==> src/rtl/cpu_pkg.sv <==
// Shared encodings for the ALU issue path: instruction classes, function codes,
// forwarding select codes, scoreboard entry and issue-controller state type.
package cpu_pkg;

    localparam logic [1:0]  CLS_R    = 2'b00;
    localparam logic [1:0]  CLS_LI   = 2'b01;
    localparam logic [1:0]  CLS_BR   = 2'b10;

    localparam logic [4:0]  FUNC_ADD = 5'b00010;
    localparam logic [4:0]  FUNC_CMP = 5'b00100;
    localparam logic [4:0]  FUNC_MLT = 5'b00101;

    localparam logic [2:0]  BR_BNZ   = 3'b001;
    localparam logic [2:0]  BR_BZ    = 3'b010;

    localparam logic [15:0] NOP_IR   = 16'h0000;

    localparam logic [1:0]  FWD_RF   = 2'd0;
    localparam logic [1:0]  FWD_ALU  = 2'd1;
    localparam logic [1:0]  FWD_WB   = 2'd2;

    typedef enum logic [1:0] {
        ST_ISSUE,
        ST_MLT_WAIT,
        ST_BR_WAIT
    } state_t;

    typedef struct packed {
        logic       valid;
        logic [2:0] dest;
    } sb_entry_t;

    function automatic logic is_branch(input logic [15:0] ir);
        return ir[15:14] == CLS_BR;
    endfunction

    function automatic logic is_mlt(input logic [15:0] ir);
        return (ir[15:14] == CLS_R) && (ir[4:0] == FUNC_MLT);
    endfunction

    function automatic logic is_writer(input logic [15:0] ir);
        logic r_writer;
        r_writer = (ir[15:14] == CLS_R) &&
                   ((ir[4:0] == FUNC_ADD) || (ir[4:0] == FUNC_CMP) || (ir[4:0] == FUNC_MLT));
        return r_writer || (ir[15:14] == CLS_LI);
    endfunction

    // Only conditional branches read a register; B carries no source.
    function automatic logic has_src1(input logic [15:0] ir);
        return (ir[15:14] == CLS_R) ||
               ((ir[15:14] == CLS_BR) && ((ir[13:11] == BR_BNZ) || (ir[13:11] == BR_BZ)));
    endfunction

    function automatic logic has_src2(input logic [15:0] ir);
        return ir[15:14] == CLS_R;
    endfunction

endpackage

==> src/rtl/alu_scoreboard.sv <==
// Two-entry destination history (EX, WB) and the per-source match logic that
// produces the registered forwarding selects for the instruction entering the ALU.
module alu_scoreboard
    import cpu_pkg::*;
#(
    parameter logic [15:0] NOP = NOP_IR
) (
    input  logic        clk,
    input  logic        rst,
    input  logic        i_load,
    input  logic        i_hold,
    input  logic [15:0] i_ir,
    output logic [1:0]  o_fwd_sel1,
    output logic [1:0]  o_fwd_sel2
);

    sb_entry_t r_ex;
    sb_entry_t r_wb;
    logic      w_issue;

    assign w_issue = i_load && (i_ir != NOP);

    // While an MLT occupies the ALU it stays the youngest producer; older results retire.
    always_ff @(posedge clk or posedge rst) begin
        if (rst) begin
            r_ex <= '0;
            r_wb <= '0;
        end else if (i_hold) begin
            r_wb <= '0;
        end else begin
            r_wb       <= r_ex;
            r_ex.valid <= w_issue && is_writer(i_ir);
            r_ex.dest  <= i_ir[13:11];
        end
    end

    genvar gi;
    for (gi = 0; gi < 2; gi++) begin : g_src
        logic [2:0] w_src;
        logic       w_used;
        logic [1:0] w_sel_next;
        logic [1:0] r_sel;

        assign w_src  = (gi == 0) ? i_ir[10:8] : i_ir[7:5];
        assign w_used = (gi == 0) ? has_src1(i_ir) : has_src2(i_ir);

        always_comb begin
            w_sel_next = FWD_RF;
            if (w_issue && w_used) begin
                if (r_ex.valid && (r_ex.dest == w_src)) begin
                    w_sel_next = FWD_ALU;
                end else if (r_wb.valid && (r_wb.dest == w_src)) begin
                    w_sel_next = FWD_WB;
                end
            end
        end

        always_ff @(posedge clk or posedge rst) begin
            if (rst) begin
                r_sel <= FWD_RF;
            end else if (!i_hold) begin
                r_sel <= w_sel_next;
            end
        end
    end

    assign o_fwd_sel1 = g_src[0].r_sel;
    assign o_fwd_sel2 = g_src[1].r_sel;

endmodule

==> src/rtl/alu_issue_ctrl.sv <==
// Decode-to-ALU issue controller: valid/ready intake, MLT occupancy stall,
// branch-resolution bubble with flush pulse, and operand forwarding selects.
module alu_issue_ctrl
    import cpu_pkg::*;
#(
    parameter int          MLT_LAT = 3,
    parameter logic [15:0] NOP     = NOP_IR
) (
    input  logic        CLK,
    input  logic        RST,
    input  logic        in_valid,
    input  logic [15:0] in_ir,
    output logic        in_ready,
    output logic [15:0] alu_ir,
    output logic [1:0]  fwd_sel1,
    output logic [1:0]  fwd_sel2,
    input  logic        br_resolve,
    input  logic        br_taken,
    output logic        flush,
    output logic        busy
);

    localparam int CW = $clog2(MLT_LAT + 1);

    state_t        r_state;
    state_t        w_state_next;
    logic [CW-1:0] r_cnt;
    logic [CW-1:0] w_cnt_next;
    logic [15:0]   r_alu_ir;
    logic [15:0]   w_alu_ir_next;
    logic          r_ready_en;
    logic          w_xfer;
    logic          w_hold;

    // Intake stays closed until the first clock after reset release.
    assign in_ready = r_ready_en && (r_state == ST_ISSUE);
    assign w_xfer   = in_valid && in_ready;
    assign w_hold   = (r_state == ST_MLT_WAIT);
    assign busy     = (r_state != ST_ISSUE);
    assign alu_ir   = r_alu_ir;

    always_comb begin
        w_state_next  = r_state;
        w_cnt_next    = r_cnt;
        w_alu_ir_next = NOP;
        flush         = 1'b0;
        case (r_state)
            ST_ISSUE: begin
                if (w_xfer) begin
                    w_alu_ir_next = in_ir;
                    if (is_branch(in_ir)) begin
                        w_state_next = ST_BR_WAIT;
                    end else if (is_mlt(in_ir) && (MLT_LAT > 1)) begin
                        w_state_next = ST_MLT_WAIT;
                        w_cnt_next   = CW'(MLT_LAT - 1);
                    end
                end
            end
            ST_MLT_WAIT: begin
                w_alu_ir_next = r_alu_ir;
                w_cnt_next    = r_cnt - 1'b1;
                if (r_cnt <= CW'(1)) begin
                    w_state_next = ST_ISSUE;
                end
            end
            ST_BR_WAIT: begin
                if (br_resolve) begin
                    w_state_next = ST_ISSUE;
                    flush        = br_taken;
                end
            end
            default: w_state_next = ST_ISSUE;
        endcase
    end

    always_ff @(posedge CLK or posedge RST) begin
        if (RST) begin
            r_state    <= ST_ISSUE;
            r_cnt      <= '0;
            r_alu_ir   <= NOP;
            r_ready_en <= 1'b0;
        end else begin
            r_state    <= w_state_next;
            r_cnt      <= w_cnt_next;
            r_alu_ir   <= w_alu_ir_next;
            r_ready_en <= 1'b1;
        end
    end

    alu_scoreboard #(
        .NOP(NOP)
    ) u_scoreboard (
        .clk       (CLK),
        .rst       (RST),
        .i_load    (w_xfer),
        .i_hold    (w_hold),
        .i_ir      (in_ir),
        .o_fwd_sel1(fwd_sel1),
        .o_fwd_sel2(fwd_sel2)
    );

endmodule

==> config.mk <==
export PLATFORM = sky130hd
export DESIGN_NAME = alu_issue_ctrl
export DESIGN_NICKNAME = d
export VERILOG_FILES = /design/src/rtl/cpu_pkg.sv /design/src/rtl/alu_scoreboard.sv /design/src/rtl/alu_issue_ctrl.sv
export SDC_FILE = /design/constraint.sdc
export NUM_CORES = 1
export LEC_CHECK = 0
export CORE_MARGIN = 10
export CORE_UTILIZATION = 46
export DETAILED_ROUTE_END_ITERATION = 6
export HOLD_SLACK_MARGIN = 0.03
export PLACE_DENSITY = 0.87
export SYNTH_ARGS = -nofsm -noshare
export SYNTH_HDL_FRONTEND = slang
export SYNTH_HIERARCHICAL = 1
export SYNTH_SLANG_ARGS = --single-unit
==> constraint.sdc <==
create_clock -name CLK -period 1.9 [get_ports CLK]
set_input_delay 0.38 -clock CLK [delete_from_list [all_inputs] [get_ports CLK]]
set_output_delay 0.38 -clock CLK [all_outputs]
set_load 0.01 [all_outputs]
* Word level (Yosys, flattened, before mapping)
Cells that the tools add are included.
Word-level totals: logic and storage cells 77, output and inout bits 23, register bits after elaboration 33
Operators by class: reduce and logical (&&, ||, !) cells 25, add/subtract/negate cells 1, magnitude comparators 1, mux-type cells 21, equal/unequal tests 19
Operator list (number):
- case mux 16 bit (2 select lines) | 1
- 2-to-1 mux 2 bit | 14
- 2-to-1 mux 16 bit | 1
- nonzero test 16 bit | 1
- logical AND 1 bit | 13
- equality test 3 bit | 4
- equality test 5 x 3 -> 1 bit, second input constant | 2
- AND reduction 4 bit | 2
- != test 2 bit, second input constant | 3
- case mux 2 bit (3 select lines) | 1
- equality test 5 x 2 -> 1 bit, second input constant | 1
- logical OR 1 bit | 5
- equality test 2 x 1 -> 1 bit, second input constant | 2
- equality test 2 bit, second input constant | 2
- logical NOT 2 bit | 2
- 2-to-1 mux 4 bit | 1
- != test 2 x 1 -> 1 bit, second input constant | 2
- case mux 2 bit (2 select lines) | 1
- nonzero test 2 bit | 2
- equality test 3 x 1 -> 1 bit, second input constant | 1
- equality test 3 x 2 -> 1 bit, second input constant | 1
- != test 3 x 1 -> 1 bit, second input constant | 1
- less-or-equal comparator 2 x 1 -> 1 bit, second input constant | 1
- 2-to-1 mux 1 bit | 2
- subtractor 2 x 1 -> 2 bit, second input constant | 1

* Depth between registers and ports, before layout
word-level depth 6, mapped depth 6, depth with buffers taken out 4

* By module
Netlist, hierarchy kept.
By module, submodules not included:
- alu_issue_ctrl | instances 1, area each 840.8 um2, cells an instance 63, seq. area each 525.5 um2
- alu_scoreboard | instances 1, area each 661.9 um2, cells an instance 62, seq. area each 300.3 um2

* Worst setup path after synthesis
No wires, ideal clock.
path type register -> register, from reg r_state[1], to reg u_scoreboard/r_ex[1] (netlist name), required time 1775 ps, path slack 305 ps, cell stages (with the launch flop) 6, arrival 1470 ps, cell sequence dfrtp_1 nand2b_2 inv_2 buf_2 buf_2 mux2_2
On the way: cells in the longest elaborated chain, start to end 1
RTL lines:
- start, declared | RTL line alu_issue_ctrl.sv:25 | state_t r_state;
- start signal, assigned | RTL line alu_issue_ctrl.sv:83 | r_state <= w_state_next;
- equality test 2 x 1 -> 1 bit | RTL line alu_issue_ctrl.sv:38 | assign w_hold = (r_state == ST_MLT_WAIT);
- via w_hold | RTL line alu_issue_ctrl.sv:33 | logic w_hold;
- end, declared | RTL line alu_scoreboard.sv:17 | sb_entry_t r_ex;
The timed path passes the listed nets, and every way through them passes these cells. A chain may end at the register's enable or synchronous reset.

* Final worst setup path
from reg r_state[0], to out in_ready
On the way: cells in the longest elaborated chain, start to end 2
RTL lines:
- logical NOT 2 bit | RTL line alu_issue_ctrl.sv:36 | assign in_ready = r_ready_en && (r_state == ST_ISSUE);
- logical AND 1 bit | RTL line alu_issue_ctrl.sv:36
- end, declared | RTL line alu_issue_ctrl.sv:13 | output logic in_ready,
No other way between the ends.

==> run summary <==
crit path cell chain = or2_2 -> nor2_1 -> dlygate4sd2_1
antenna violations before repair = 0
Post-Synthesis Cells = 125
HP Class = in -> async
vias per cell = 5.52
power after layout = 1.52 mW
Die Span Y = 77.2 µm
hold buffers post-CTS = 0
WS Path Type = reg -> out
FFs w/ async S/R, synth = 100%
final hold vios = 0
CP delay by family, top = flip-flops
post-synth cell types = 35
Fmax achieved = 561 MHz
initial cell density of the core = 48.8%
Final Max Tran Viols = 0
fin cells = 226
setup TNS = 0 ns
vias in the first global route = 1316
syn nets = 147
proportion of netlist area held by the largest area contributor = 55.0%
placed insts = 217
Port-buffer cells = 43
Mapped Area = 1500 µm²
top-count cell post-synth = dfrtp_1
max-cap violations = 0
P_leak = 0.958 nW
Placer Congestion = 0.890
die width = 77.2 µm
largest net degree at the start of global routing = 22
worst reg2reg path depth = 5
Routed WL = 4070 µm
EDFF count, synth = 0
row cnt = 20
CTS buffer count = 5
core outline area = 3080 µm²
drt drc = 0
Tcrit/Tclk final = 93.9%
first-pass GRT wire length = 6900 µm
H-tree depth = 2
area grow syn2layout = 40.8%
WP data required = 1.52 ns
most frequent cells after synthesis = 33 x dfrtp_1, 16 x a22o_1, 9 x xnor2_1, 8 x nor2_1, 5 x nand2_1
Worst R2R Start = r_state[0]$_DFFE_PP0P_
clk buf depth = 2
Top FF cell, synth = dfrtp_1
largest fanout on the critical path = 4
Total GRT Usage = 14.3%
worst skew pair latency = 0.33 ns
RSZ-0062 raised after global routing = no
worst path bufs/invs = 1
fin util = 68.7%
dpl hpwl = 3160 µm
worst-case vdd ir drop = 0.000621 V
Pre-Repair DR Iteration Count = 4
outcome = complete, no violations
crit path time final = 1.78 ns
Max stage delay on crit path = 0.41 ns
Ys Warns = 6
# setup viols final = 0
IO Pins = 44
ranking of synthesized cells by area = dfrtp_1 55%, a22o_1 9.3%, xnor2_1 5.2%, xor2_1 2.3%, mux2_2 2.2%
Worst R2R Setup Slack = 0.21 ns
synthesized flop and latch total = 33
Worst EP arrival = 1.40 ns
layout cell share with drive strength beyond 1 = 15.4%
Max Clock Skew = 0.0125 ns
leading area contributor after synthesis = dfrtp_1
DR iter-0 viols = 93
Via Count = 1248
remaining antenna violation count = 0
sequential fraction of the synthesis area = 55.0%
global route total overflow = 0
Critical-path top delay cell = dfrtp_1
clock tree root buffer cell = clkbuf_4
Die ar. = 5950 µm²
CP Capture Type = output port
Critical Path Start Type = flop
WL per Instance = 18.0 µm
CTS tree = yes
Cell Pwr Density = 717 nW/µm²
CTS clk-pin slew, worst paths = 0.10 ns
syn_area_per_cell = 12.0 µm²
FF-to-FF End = u_scoreboard/o_fwd_sel2[0]$_DFFE_PP0N_
CTS sink cnt = 33
nets = 203
Antenna Cells = 0
==> sequential cells by signal, summed over array words and instances, names as in the netlist <==
signal / flops
alu_ir: 16
u_scoreboard/r_ex: 4
u_scoreboard/r_wb: 4
r_cnt: 2
r_state: 2
u_scoreboard/o_fwd_sel1: 2
u_scoreboard/o_fwd_sel2: 2
r_ready_en: 1
==> layer usage <==
layer  GRT usage (%)  share of wire (%)  up-vias
met2            23.8                 49       48
met4            5.11                1.4        0
met1            16.0                 43      621
met3            5.71                6.7        9
li1                -                  -      570
met5               0                  0        -
==> power breakdown <==
group | leakage, nW | internal [mW] | switching, mW
registers | 0.436 | 0.730 | 0.0203
clock network | 0.0455 | 0.314 | 0.231
logic | 0.477 | 0.119 | 0.102
total | 0.958 | 1.16 | 0.354
==> kinds of logic (layout without fill, tap and decap cells) <==
group           after synthesis  after routing  synth area share [%]
compound gates               27             27                  14.4
xor+xnor                     13             13                  7.58
fa+ha+maj                     1              1                 0.833
buf+inv                       9             66                  3.16
flops                        33             33                  55.0
mux                           4              4                  3.00
other cells                   1              1                 0.250
simple gates                 37             37                  15.8
==> layout by cell type, fill, tap and decap left out, types with 2 or more instances in the layout <==
cell type and n:
nor2_1 8, a21oi_1 2, clkbuf_4 5, nand2_1 5
xor2_1 4, a22o_1 16, mux2_2 3, o31ai_1 4
nor2b_1 2, nand2b_1 2, nor2b_2 2, clkdlybuf4s50_1 40
buf_4 10, dfrtp_1 33, nand4_1 4, nand4_2 2
o41ai_1 2, nor4_1 4, dlygate4sd2_1 3, xnor2_1 9
inv_1 4
==> stage by stage <==
| step | hold slack, ns | area, µm² | setup slack, ns |
|---|---|---|---|
| after floorplan | 0.245 | 1500 | 0.305 |
| final | 0.405 | 2120 | 0.116 |
| after detailed placement | 0.480 | 2030 | -0.0530 |
| after global placement | 0.479 | 2030 | -0.0399 |
| after global routing | 0.403 | 2120 | 0.0565 |
| after CTS | 0.406 | 2120 | 0.0899 |
==> worst max path at each step <==
stage                                 startpoint                               end  slack (ns)  depth (start not counted)
final                     r_state[0]$_DFFE_PP0P_                          in_ready        0.12                          3
after global routing      r_state[0]$_DFFE_PP0P_                          in_ready        0.06                          3
after CTS                 r_state[0]$_DFFE_PP0P_                          in_ready        0.09                          3
after detailed placement                br_taken                             flush       -0.05                          3
after global placement                br_resolve                             flush       -0.04                          3
after floorplan           r_state[1]$_DFFE_PP0P_  u_scoreboard/r_ex[1]$_DFFE_PP0N_        0.31                          5
==> final cells by class <==
cell class / count / area (µm²)
clock inverter: 1 / 30.0
clock buffer: 7 / 55.1
inverter: 5 / 18.8
timing repair buffer: 53 / 502
multi-input combinational: 83 / 629
tap: 44 / 55.1
sequential: 33 / 826
fill: 236 / 962
==> what timing repair did <==
| item | 4_1_cts | 5_1_grt |
|---|---|---|
| gates resized for setup | 3 | 0 |
| endpoints found under the setup margin | 3 | 0 |
| buffers inserted | 1 | 0 |
(Power assumes the default switching activity.)
